[config.mk]
export PLATFORM = sky130hd
export DESIGN_NAME = flit_receiver_flat
export DESIGN_NICKNAME = d
export VERILOG_FILES = /design/src/rtl/flit_receiver_pkg.sv /design/src/rtl/flit_receiver_if.sv /design/src/rtl/flit_receiver_fifo.sv /design/src/rtl/flit_receiver.sv /design/src/flat_wrapper.sv
export SDC_FILE = /design/constraint.sdc
export NUM_CORES = 1
export LEC_CHECK = 0
export CORE_MARGIN = 5
export CORE_UTILIZATION = 60
export CTS_BUF_LIST = sky130_fd_sc_hd__clkbuf_16
export DETAILED_ROUTE_END_ITERATION = 10
export GPL_TIMING_DRIVEN = 0
export PLACE_DENSITY_LB_ADDON = 0.08
export SYNTH_ARGS = -nofsm -noshare
export SYNTH_HDL_FRONTEND = slang
export SYNTH_SLANG_ARGS = --single-unit
export TNS_END_PERCENT = 5
[constraint.sdc]
create_clock -name clk -period 14.45 [get_ports clk]
set_input_delay 2.89 -clock clk [delete_from_list [all_inputs] [get_ports clk]]
set_output_delay 2.89 -clock clk [all_outputs]
set_load 0.005 [all_outputs]
[src/rtl/flit_receiver_pkg.sv]
// Shared types and helpers for the flit receiver: FSM state encoding,
// FIFO entry sideband width and saturating counter increments.
package flit_receiver_pkg;

  typedef enum logic [1:0] {
    ST_IDLE = 2'd0,
    ST_BODY = 2'd1,
    ST_DROP = 2'd2
  } state_e;

  // FIFO entry carries {err, last} above the payload word
  localparam int ENTRY_META_W = 2;

  function automatic logic [31:0] sat_inc32(input logic [31:0] v);
    return (v == '1) ? v : v + 32'd1;
  endfunction

  function automatic logic [15:0] sat_inc16(input logic [15:0] v);
    return (v == '1) ? v : v + 16'd1;
  endfunction

endpackage

[src/rtl/flit_receiver_if.sv]
// Switch-local-port flit channel plus IP-side payload stream.
// slave = the receiver; master = the switch/IP environment driving it.
interface flit_receiver_if
  import flit_receiver_pkg::*;
#(
  parameter int DATA_SIZE = 32,
  parameter int ADDR_SIZE = 4
) ();

  logic [DATA_SIZE+ADDR_SIZE:0] data_i;
  logic                         wr_ready_in;
  logic                         r_ready_out;
  logic [DATA_SIZE-1:0]         pkt_data_o;
  logic                         pkt_last_o;
  logic                         pkt_err_o;
  logic                         pkt_valid_o;
  logic                         pkt_ready_i;

  modport slave (
    input  data_i, wr_ready_in, pkt_ready_i,
    output r_ready_out, pkt_data_o, pkt_last_o, pkt_err_o, pkt_valid_o
  );

  modport master (
    output data_i, wr_ready_in, pkt_ready_i,
    input  r_ready_out, pkt_data_o, pkt_last_o, pkt_err_o, pkt_valid_o
  );

endinterface

[src/rtl/flit_receiver_fifo.sv]
// Generic FIFO, depth 2**LOG2; head word visible the cycle after its push.
// Push is refused when full unless the same-cycle pop frees the slot.
module flit_fifo
  import flit_receiver_pkg::*;
#(
  parameter int WIDTH = 8,
  parameter int LOG2  = 3
) (
  input  logic             clk,
  input  logic             a_rst,
  input  logic             push,
  input  logic [WIDTH-1:0] din,
  input  logic             pop,
  output logic [WIDTH-1:0] dout,
  output logic             full,
  output logic             empty
);

  localparam int DEPTH = 1 << LOG2;

  logic [WIDTH-1:0] mem_q [DEPTH];
  logic [LOG2-1:0]  wptr_q;
  logic [LOG2-1:0]  rptr_q;
  logic [LOG2:0]    cnt_q;
  logic             do_push;
  logic             do_pop;

  assign full    = (cnt_q == (LOG2+1)'(DEPTH));
  assign empty   = (cnt_q == '0);
  assign do_pop  = pop & ~empty;
  assign do_push = push & (~full | do_pop);
  assign dout    = mem_q[rptr_q];

  always_ff @(posedge clk) begin
    if (do_push) begin
      mem_q[wptr_q] <= din;
    end
  end

  always_ff @(posedge clk or negedge a_rst) begin
    if (!a_rst) begin
      wptr_q <= '0;
      rptr_q <= '0;
      cnt_q  <= '0;
    end else begin
      if (do_push) wptr_q <= wptr_q + LOG2'(1);
      if (do_pop)  rptr_q <= rptr_q + LOG2'(1);
      case ({do_push, do_pop})
        2'b10:   cnt_q <= cnt_q + (LOG2+1)'(1);
        2'b01:   cnt_q <= cnt_q - (LOG2+1)'(1);
        default: cnt_q <= cnt_q;
      endcase
    end
  end

endmodule

[src/rtl/flit_receiver.sv]
// Node receive NI: checks head address, reassembles packets into the payload FIFO, counts good/bad packets.
// Word visible 1 cycle after push; r_ready_out drops on FIFO full (except DROP); FLIT_RECV_TIMEOUT_EN adds idle abort.
module flit_receiver
  import flit_receiver_pkg::*;
#(
  parameter int DATA_SIZE    = 32,
  parameter int ADDR_SIZE    = 4,
  parameter int ADDR         = 0,
  parameter int MAX_PACK_LEN = 8,
  parameter int MEM_LOG2     = 3,
  parameter int TIMEOUT      = 64
) (
  input  logic          clk,
  input  logic          a_rst,
  flit_receiver_if.slave bus,
  output logic [31:0]   recv_packs,
  output logic [15:0]   err_packs,
  output logic          busy_o
);

  localparam int TAIL_BIT = DATA_SIZE + ADDR_SIZE;
  localparam int ADDR_LSB = DATA_SIZE;
  localparam int ENTRY_W  = DATA_SIZE + ENTRY_META_W;
  localparam logic [ADDR_SIZE-1:0] MY_ADDR  = ADDR[ADDR_SIZE-1:0];
  localparam logic [7:0]           MAX_LEN8 = MAX_PACK_LEN[7:0];

  if (MAX_PACK_LEN < 1 || MAX_PACK_LEN > 255 || TIMEOUT < 1) begin : g_param_chk
    $error("flit_receiver: MAX_PACK_LEN must be 1..255 and TIMEOUT >= 1");
  end

  state_e               state_q, state_d;
  logic [7:0]           len_q, len_d;
  logic                 en_q;
  logic [31:0]          recv_q;
  logic [15:0]          err_q;

  logic                 r_ready;
  logic                 flit_acc;
  logic                 f_tail;
  logic [ADDR_SIZE-1:0] f_addr;
  logic [DATA_SIZE-1:0] f_data;
  logic                 addr_hit;
  logic [7:0]           len_next;
  logic                 at_max;

  logic                 push;
  logic                 push_err;
  logic                 push_last;
  logic [DATA_SIZE-1:0] push_data;
  logic                 inc_recv;
  logic                 inc_err;

  logic                 fifo_full;
  logic                 fifo_empty;
  logic [ENTRY_W-1:0]   fifo_dout;

  assign f_tail   = bus.data_i[TAIL_BIT];
  assign f_addr   = bus.data_i[ADDR_LSB +: ADDR_SIZE];
  assign f_data   = bus.data_i[DATA_SIZE-1:0];
  assign addr_hit = (f_addr == MY_ADDR);
  assign len_next = len_q + 8'd1;
  assign at_max   = (len_next == MAX_LEN8);
  assign flit_acc = bus.wr_ready_in & r_ready;

`ifdef FLIT_RECV_TIMEOUT_EN
  localparam int TO_W = $clog2(TIMEOUT + 1);

  logic            abort_q, abort_d;
  logic [TO_W-1:0] idle_cnt_q, idle_cnt_d;
  logic            abort_fire;

  assign abort_fire = abort_q & ~fifo_full;
  // Abort word must not race an incoming flit for the FIFO slot
  assign r_ready    = en_q & ~abort_q & ((state_q == ST_DROP) | ~fifo_full);
`else
  assign r_ready    = en_q & ((state_q == ST_DROP) | ~fifo_full);
`endif

  always_ff @(posedge clk or negedge a_rst) begin
    if (!a_rst) begin
      state_q    <= ST_IDLE;
      len_q      <= '0;
`ifdef FLIT_RECV_TIMEOUT_EN
      abort_q    <= 1'b0;
      idle_cnt_q <= '0;
`endif
    end else begin
      state_q    <= state_d;
      len_q      <= len_d;
`ifdef FLIT_RECV_TIMEOUT_EN
      abort_q    <= abort_d;
      idle_cnt_q <= idle_cnt_d;
`endif
    end
  end

  always_comb begin
    state_d = state_q;
    len_d   = len_q;
    if (flit_acc) begin
      case (state_q)
        ST_IDLE: begin
          if (!addr_hit) begin
            state_d = f_tail ? ST_IDLE : ST_DROP;
          end else begin
            len_d = 8'd1;
            if (!f_tail) state_d = (MAX_LEN8 == 8'd1) ? ST_DROP : ST_BODY;
          end
        end
        ST_BODY: begin
          len_d = len_next;
          if (f_tail)      state_d = ST_IDLE;
          else if (at_max) state_d = ST_DROP;
        end
        ST_DROP: begin
          if (f_tail) state_d = ST_IDLE;
        end
        default: state_d = ST_IDLE;
      endcase
    end
`ifdef FLIT_RECV_TIMEOUT_EN
    abort_d    = abort_q;
    idle_cnt_d = idle_cnt_q;
    if (abort_q) begin
      idle_cnt_d = '0;
      if (!fifo_full) begin
        abort_d = 1'b0;
        state_d = ST_IDLE;
      end
    end else if (flit_acc || state_q == ST_IDLE) begin
      idle_cnt_d = '0;
    end else if (idle_cnt_q == TO_W'(TIMEOUT)) begin
      idle_cnt_d = '0;
      if (state_q == ST_DROP) state_d = ST_IDLE;
      else                    abort_d = 1'b1;
    end else begin
      idle_cnt_d = idle_cnt_q + TO_W'(1);
    end
`endif
  end

  always_comb begin
    push      = 1'b0;
    push_err  = 1'b0;
    push_last = 1'b0;
    push_data = f_data;
    inc_recv  = 1'b0;
    inc_err   = 1'b0;
    if (flit_acc) begin
      case (state_q)
        ST_IDLE: begin
          if (!addr_hit) begin
            inc_err = 1'b1;
          end else begin
            push      = 1'b1;
            push_last = f_tail;
            if (f_tail) begin
              inc_recv = 1'b1;
            end else if (MAX_LEN8 == 8'd1) begin
              push_last = 1'b1;
              push_err  = 1'b1;
              inc_err   = 1'b1;
            end
          end
        end
        ST_BODY: begin
          push = 1'b1;
          if (f_tail) begin
            push_last = 1'b1;
            inc_recv  = 1'b1;
          end else if (at_max) begin
            push_last = 1'b1;
            push_err  = 1'b1;
            inc_err   = 1'b1;
          end
        end
        default: ;
      endcase
    end
`ifdef FLIT_RECV_TIMEOUT_EN
    if (abort_fire) begin
      push      = 1'b1;
      push_err  = 1'b1;
      push_last = 1'b1;
      push_data = '0;
      inc_err   = 1'b1;
    end
`endif
  end

  // en holds r_ready_out low for the first edge after reset release
  always_ff @(posedge clk or negedge a_rst) begin
    if (!a_rst) begin
      en_q   <= 1'b0;
      recv_q <= '0;
      err_q  <= '0;
    end else begin
      en_q <= 1'b1;
      if (inc_recv) recv_q <= sat_inc32(recv_q);
      if (inc_err)  err_q  <= sat_inc16(err_q);
    end
  end

  flit_fifo #(
    .WIDTH (ENTRY_W),
    .LOG2  (MEM_LOG2)
  ) u_fifo (
    .clk   (clk),
    .a_rst (a_rst),
    .push  (push),
    .din   ({push_err, push_last, push_data}),
    .pop   (bus.pkt_ready_i),
    .dout  (fifo_dout),
    .full  (fifo_full),
    .empty (fifo_empty)
  );

  assign bus.r_ready_out = r_ready;
  assign bus.pkt_valid_o = ~fifo_empty;
  assign bus.pkt_err_o   = fifo_dout[DATA_SIZE+1];
  assign bus.pkt_last_o  = fifo_dout[DATA_SIZE];
  assign bus.pkt_data_o  = fifo_dout[DATA_SIZE-1:0];
  assign recv_packs      = recv_q;
  assign err_packs       = err_q;
  assign busy_o          = (state_q != ST_IDLE);

endmodule

[src/flat_wrapper.sv]
// flat-port wrapper written by rule: the top's interface ports become plain ports
module flit_receiver_flat import flit_receiver_pkg::*;
#(
  parameter int DATA_SIZE    = 32,
  parameter int ADDR_SIZE    = 4,
  parameter int ADDR         = 0,
  parameter int MAX_PACK_LEN = 8,
  parameter int MEM_LOG2     = 3,
  parameter int TIMEOUT      = 64
)
  (clk, a_rst, recv_packs, err_packs, busy_o, bus_data_i, bus_wr_ready_in, bus_pkt_ready_i, bus_r_ready_out, bus_pkt_data_o, bus_pkt_last_o, bus_pkt_err_o, bus_pkt_valid_o);
  flit_receiver_if #(.DATA_SIZE(DATA_SIZE), .ADDR_SIZE(ADDR_SIZE)) bus_i ();
  input  logic clk;
  input  logic a_rst;
  output logic [31:0] recv_packs;
  output logic [15:0] err_packs;
  output logic busy_o;
  input wire logic [$bits(bus_i.data_i)-1:0] bus_data_i;
  input wire logic [$bits(bus_i.wr_ready_in)-1:0] bus_wr_ready_in;
  input wire logic [$bits(bus_i.pkt_ready_i)-1:0] bus_pkt_ready_i;
  output wire logic [$bits(bus_i.r_ready_out)-1:0] bus_r_ready_out;
  output wire logic [$bits(bus_i.pkt_data_o)-1:0] bus_pkt_data_o;
  output wire logic [$bits(bus_i.pkt_last_o)-1:0] bus_pkt_last_o;
  output wire logic [$bits(bus_i.pkt_err_o)-1:0] bus_pkt_err_o;
  output wire logic [$bits(bus_i.pkt_valid_o)-1:0] bus_pkt_valid_o;
  assign bus_i.data_i = bus_data_i;
  assign bus_i.wr_ready_in = bus_wr_ready_in;
  assign bus_i.pkt_ready_i = bus_pkt_ready_i;
  assign bus_r_ready_out = bus_i.r_ready_out;
  assign bus_pkt_data_o = bus_i.pkt_data_o;
  assign bus_pkt_last_o = bus_i.pkt_last_o;
  assign bus_pkt_err_o = bus_i.pkt_err_o;
  assign bus_pkt_valid_o = bus_i.pkt_valid_o;
  flit_receiver #(.DATA_SIZE(DATA_SIZE), .ADDR_SIZE(ADDR_SIZE), .ADDR(ADDR), .MAX_PACK_LEN(MAX_PACK_LEN), .MEM_LOG2(MEM_LOG2), .TIMEOUT(TIMEOUT)) u_core (.clk(clk), .a_rst(a_rst), .bus(bus_i), .recv_packs(recv_packs), .err_packs(err_packs), .busy_o(busy_o));
endmodule
## Yosys cells after proc, flatten, opt, wreduce, memory -nomap -nowiden

Memory sizes are Yosys's and may differ from the RTL's.
Index checks and enable logic that the tools add are counted.

- Word-level logic and storage cells: 78
- Memories: 1
- Register bits after elaboration: 69
- Bits in writable memories: 272

Memories:

| memory | depth | width | read ports | clocked after memory_dff | wr ports | line | RTL |
|---|---|---|---|---|---|---|---|
| u_core.u_fifo.mem_q | 8 | 34 | 1 | 0 | 1 | flit_receiver_fifo.sv:21 | `logic [WIDTH-1:0] mem_q [DEPTH];` |

- Bitwise gates (word level): 10
- Equality and inequality tests: 12
- Reductions and logical operators: 10
- Multiplexer cells: 30
- Add/sub/neg operators: 7

Operators by type and width:

| kind | number |
|---|---|
| $add A32 B1 Y32 const B | 1 |
| $eq A32 B32 Y1 const B | 1 |
| $add A16 B1 Y16 const B | 1 |
| $eq A16 B16 Y1 const B | 1 |
| $mux W1 | 16 |
| $pmux W8 S2 | 1 |
| $mux W2 | 6 |
| $add A8 B1 Y8 const B | 1 |
| $eq A8 B4 Y1 const B | 1 |
| $logic_not A4 Y1 | 2 |
| $mux W8 | 1 |
| $pmux W1 S2 | 4 |
| $pmux W4 S2 | 1 |
| $add A3 B1 Y3 const B | 2 |
| $pmux W2 S3 | 1 |
| $reduce_bool A2 Y1 | 3 |
| $add A4 B1 Y4 const B | 1 |
| $and A1 B1 Y1 | 4 |
| $eq A2 B1 Y1 const B | 2 |
| $eq A2 B2 Y1 const B | 2 |
| $eq A4 B4 Y1 const B | 1 |
| $not A1 Y1 | 4 |
| $reduce_and A2 Y1 | 2 |
| $reduce_and A4 Y1 | 1 |
| other kinds (8) | 9 |

## Logic depth before layout (Yosys ltp)

- Depth in word-level cells: 9
- Depth in mapped cells: 12

## Modules after synthesis

Synthesis repeated with hierarchy kept, for this count alone.

- Cells, all modules: 751
- Area, all modules: 13888.3 µm²

By module, submodules not included:

| module | area each (µm²) | instances | seq. area each (µm²) | cells each |
|---|---|---|---|---|
| flit_fifo | 10890.4 | 1 | 8418.1 | 460 |
| flit_receiver | 2997.9 | 1 | 1476.4 | 291 |

## Worst setup path before layout

No wires, ideal clock.

- Path kind: input to register
- Start: input port bus_data_i[33]
- End: memory u_core.u_fifo.mem_q[4][0] (netlist bit), enable pin
- Buffers on the path: 1
- Cell stages on the path: 6
- Setup time: 0.523 ns
- Setup slack: 6.289 ns
- Data arrival time: 7.638 ns
- Cell sequence: nor4_1 > o211ai_1 > nor2_1 > inv_1 > buf_2 > nor4b_1

- Word-level cells in the longest chain between the ends: 7

RTL lines:

| item | line | RTL |
|---|---|---|
| start, declared | flat_wrapper.sv:18 | `input wire logic [$bits(bus_i.data_i)-1:0] bus_data_i;` |
| $logic_not A4 Y1 | flit_receiver.sv:60 | `assign addr_hit = (f_addr == MY_ADDR);` |
| $mux W1 | flit_receiver.sv:152 | `if (!addr_hit) begin` |
| $pmux W1 S2 | flit_receiver.sv:150 | `case (state_q)` |
| $mux W1 | flit_receiver.sv:149 | `if (flit_acc) begin` |
| $and A1 B1 Y1 | flit_receiver_fifo.sv:31 | `assign do_push = push & (~full \| do_pop);` |
| $mux W1 | flit_receiver_fifo.sv:35 | `if (do_push) begin` |
| $mux W1 (implied by the code) | flit_receiver_fifo.sv:36 | `mem_q[wptr_q] <= din;` |
| end, declared | flit_receiver_fifo.sv:21 |  |

Every way passes these cells.

## Worst setup path in the final report

- Start: register u_core.u_fifo.rptr_q[1]
- End: output port bus_pkt_data_o[29]

- Word-level cells in the longest chain between the ends: 1

RTL lines:

| item | line | RTL |
|---|---|---|
| start, declared | flit_receiver_fifo.sv:23 | `logic [LOG2-1:0] rptr_q;` |
| start signal, assigned | flit_receiver_fifo.sv:47 | `if (do_pop) rptr_q <= rptr_q + LOG2'(1);` |
| $mem_v2 Z8 W34 | n/a |  |
| end, declared | flat_wrapper.sv:22 | `output wire logic [$bits(bus_i.pkt_data_o)-1:0] bus_pkt_data_o;` |

Every way passes these cells.

==> flow_metrics.env <==
export IMPL_outcome="completed"
export IMPL_place_detailed_instances=1196
export IMPL_total_leakage_power_uw=0.00591
export IMPL_drc=0
export IMPL_setup_viol_count_final=0
export IMPL_final_max_slew_viol_count=0
export IMPL_ctsRootBufferMaster="sky130_fd_sc_hd__clkbuf_16"
export IMPL_r2r_slack_ns=10.62
export IMPL_multiplexer_fraction_of_the_synthesized_cell_area_pct=14.3
export IMPL_drtAntennaViolNets=0
export IMPL_critical_path_most_common_cell="sky130_fd_sc_hd__clkbuf_1"
export IMPL_synthFlopType="sky130_fd_sc_hd__edfxtp_1"
export IMPL_grt_antenna_before_repair=0
export IMPL_placementRows=55
export IMPL_number_of_global_route_vias_before_repair=8250
export IMPL_worst_path_max_fanout=10
export IMPL_critical_path_required_ns=11.56
export IMPL_clock_insertion_delay_worst_skew_ns=0.51
export IMPL_postSynthNetCount=803
export IMPL_pin_count_of_the_biggest_net_entering_global_routing=70
export IMPL_finish_cell_count_without_fillers=1259
export IMPL_post_drt_wl_per_cell_um=23.7
export IMPL_drive_above_1_share_pct=23.0
export IMPL_max_cap_violations=0
export IMPL_final_fill_count=1315
export IMPL_yosys_register_bits=341
export IMPL_synth_fa_ha_area_share_pct=0.809
export IMPL_place_port_buffers=125
export IMPL_regToRegEndpoint="u_core.u_fifo.cnt_q[3]$_DFFE_PN0P_"
export IMPL_overflow=0
export IMPL_critical_path_end="bus_pkt_data_o[29]"
export IMPL_worstHoldPathType="flop to flop"
export IMPL_worst_clock_skew_ns=0.0235
export IMPL_relSlewSlack_pct=32.0
export IMPL_critPathCaptureType="primary output"
export IMPL_drt_initial_drc_count=537
export IMPL_period_share_pct=44.7
export IMPL_initial_core_util_pct=61.3
export IMPL_finalPower_uw=2700
export IMPL_gp_congestion=0.851
export IMPL_htree_num_levels=2
export IMPL_die_height_um=162
export IMPL_worstMarginPinSlew_ns=1.01
export IMPL_route_detailed_vias_per_inst=6.10
export IMPL_fin_crit_ns=6.45
export IMPL_sink_count_of_the_clock_tree=341
export IMPL_global_route_wire_length_before_repair_um=46900
export IMPL_synth_edff_count=272
export IMPL_worst_r2r_path_depth=10
export IMPL_achievable_frequency_ghz=0.155
export IMPL_timing_critical_path_from="u_core.u_fifo.rptr_q[1]$_DFFE_PN0P_"
export IMPL_unrepaired_setup_endpoints_after_global_routing="false"
export IMPL_route_vias_total=7683
export IMPL_cp_data_arrival_time_ns=3.56
export IMPL_nets=998
export IMPL_max_vdd_ir_drop_mv=0.101
export IMPL_worst_path_max_delay_cell="sky130_fd_sc_hd__clkbuf_1"
export IMPL_timing_critical_path_slowest_cell_delay_ns=0.60
export IMPL_cts_buffers_inserted=35
export IMPL_dp_hpwl_um=19600
export IMPL_post_cts_resize_count=0
export IMPL_synth_seq_area_share_pct=71.1
export IMPL_drt_pass1_iter_count=5
export IMPL_finalHoldViolCount=0
export IMPL_chipWidth_um=162
export IMPL_synth_xor_area_share_pct=3.59
export IMPL_synthSimpleGateAreaFrac_pct=6.22
export IMPL_core_area_um2=22700
export IMPL_syn_mean_instance_area_um2=18.5
export IMPL_area_delta_synth_final_pct=22.3
export IMPL_postCtsHoldBufs=0
export IMPL_synth_area_um2=13900
export IMPL_r2r_start="u_core.u_fifo.cnt_q[0]$_DFFE_PN0P_"
export IMPL_worst_setup_path_start_kind="flop"
export IMPL_async_reset_ff_share_pct=20.2
export IMPL_synth_distinct_cells=51
export IMPL_clockBufferDepth=3
export IMPL_yosys_warnings=0
export IMPL_compound_gate_fraction_of_synth_area_pct=2.67
export IMPL_io_pins=126
export IMPL_detail_route_wirelength_um=29800
export IMPL_grt_util_overall_pct=23.1
export IMPL_num_antenna_cells=0
export IMPL_total_die_area_um2=26300
export IMPL_tritoncts="built"
export IMPL_synth_cells=753
export IMPL_synth_top_family_by_area="multiplexers"
export IMPL_clock_pin_slew_worst_setup_and_hold_paths_ns=0.06
export IMPL_critical_path_cell_chain="clkbuf_1, clkbuf_1, clkbuf_1, mux4_2, mux2_2, clkdlybuf4s50_1"
export IMPL_power_density_nw_per_um2=159
export IMPL_critPathKind="flop to primary output"
export IMPL_fin_tns_setup_ns=0
export IMPL_post_cts_repair_setup_buffers=0
==> layer usage <==
layer / share of wire [%] / up-vias / GRT usage [%]
li1: - / 3401 / -
met1: 40 / 3972 / 30.7
met2: 53 / 275 / 40.6
met3: 6.0 / 35 / 4.34
met4: 1.5 / 0 / 4.77
met5: 0 / - / 0
==> Yosys cell counts, drive strengths merged, types with 5 or more instances <==
library cell | n | area (um^2)
mux2 | 40 | 450
o21ai | 13 | 65.1
nand2 | 32 | 120
a211oi | 12 | 135
and3 | 11 | 68.8
clkbuf | 20 | 75.1
nand3 | 20 | 100
buf | 13 | 71.3
and4 | 7 | 61.3
nor2 | 16 | 60.1
xnor2 | 29 | 254
mux4 | 68 | 1530
inv | 7 | 26.3
edfxtp | 272 | 8170
ha | 9 | 113
nand4 | 18 | 113
nor3 | 10 | 50.1
xor2 | 28 | 245
nor4 | 8 | 50.1
and2 | 5 | 31.3
dfrtp | 69 | 1730
==> through the flow <==
stage	hold WS, ns	worst slack (ns)	utilization, %	instance area [um^2]
finish	0.489	8.00	74.9	17000
global route	0.518	7.81	74.9	17000
CTS	0.491	7.93	74.9	17000
detailed placement	0.480	7.78	70.0	15900
global placement	0.473	1.97	68.3	15500
floorplan	0.478	6.29	-	13900
==> flip-flops by register name, indices dropped and copies added, names as in the netlist <==
name                  cells
u_core.u_fifo.mem_q     272
u_core.recv_packs        32
u_core.err_packs         16
u_core.state_q            2
u_core.u_fifo.rptr_q      3
u_core.len_q              8
u_core.u_fifo.wptr_q      3
u_core.u_fifo.cnt_q       4
u_core.en_q               1
==> kinds of logic after synthesis <==
| kind of cell | Yosys count |
|---|---|
| fa+ha+maj | 9 |
| compound gates | 43 |
| flops | 341 |
| simple gates | 153 |
| mux | 109 |
| other cells | 1 |
| xor+xnor | 57 |
| buf+inv | 40 |
==> report_power, final <==
group	switching (uW)	internal (uW)	total (uW)
clock	361	518	880
sequential	30.0	1080	1110
combinational	303	406	709
total	694	2010	2700
==> placed cells by master (no fill, tap or decap), types with 5 or more instances in the layout <==
cell	netlist	layout
sky130_fd_sc_hd__clkdlybuf4s50_1	0	124
sky130_fd_sc_hd__and2_1	5	5
sky130_fd_sc_hd__o21ai_0	13	13
sky130_fd_sc_hd__inv_1	7	14
sky130_fd_sc_hd__edfxtp_1	272	272
sky130_fd_sc_hd__nor4_1	8	7
sky130_fd_sc_hd__mux4_2	68	68
sky130_fd_sc_hd__clkinv_2	0	7
sky130_fd_sc_hd__xor2_1	28	28
sky130_fd_sc_hd__nor2_1	16	15
sky130_fd_sc_hd__ha_1	9	9
sky130_fd_sc_hd__and3_1	11	11
sky130_fd_sc_hd__dfrtp_1	69	69
sky130_fd_sc_hd__mux2_2	40	40
sky130_fd_sc_hd__clkbuf_16	0	37
sky130_fd_sc_hd__and4_1	7	7
sky130_fd_sc_hd__nand3_1	20	20
sky130_fd_sc_hd__buf_4	1	19
sky130_fd_sc_hd__buf_1	7	7
sky130_fd_sc_hd__xnor2_1	29	29
sky130_fd_sc_hd__buf_6	2	15
sky130_fd_sc_hd__a211oi_2	9	9
sky130_fd_sc_hd__clkbuf_1	20	20
sky130_fd_sc_hd__nand2_1	32	32
sky130_fd_sc_hd__nand4_1	18	18
sky130_fd_sc_hd__nor3_1	10	8
==> worst min-delay path by stage <==
stage | cells after the start | startpoint | to | slack [ns]
final | 1 | u_core.err_packs[5]$_DFFE_PN0P_ | u_core.err_packs[5]$_DFFE_PN0P_ | 0.49
after global placement | 1 | u_core.err_packs[5]$_DFFE_PN0P_ | u_core.err_packs[5]$_DFFE_PN0P_ | 0.47
after CTS | 1 | u_core.err_packs[5]$_DFFE_PN0P_ | u_core.err_packs[5]$_DFFE_PN0P_ | 0.49
after detailed placement | 1 | u_core.err_packs[5]$_DFFE_PN0P_ | u_core.err_packs[5]$_DFFE_PN0P_ | 0.48
after floorplan | 1 | u_core.err_packs[10]$_DFFE_PN0P_ | u_core.err_packs[10]$_DFFE_PN0P_ | 0.48
after global routing | 1 | u_core.err_packs[5]$_DFFE_PN0P_ | u_core.err_packs[5]$_DFFE_PN0P_ | 0.52
==> cell type report <==
type                            instances  area [um^2]  share of cell area, %
Buffer                                 33          146                  0.860
Clock buffer                           37          926                   5.44
Clock inverter                         26          206                   1.21
Inverter                                7         26.3                  0.154
Multi-Input combinational cell        372         3890                   22.9
Sequential cell                       341         9890                   58.1
Tap cell                              285          357                   2.10
Timing Repair Buffer                  158         1570                   9.24
==> worst max-delay path, delay by kind of cell (launching register included) <==
kind,cells,cell delay (ns)
buffers and inverters,4,1.99
DFF,1,0.35
muxes,2,0.70
Power figures use the tool's default switching activity.
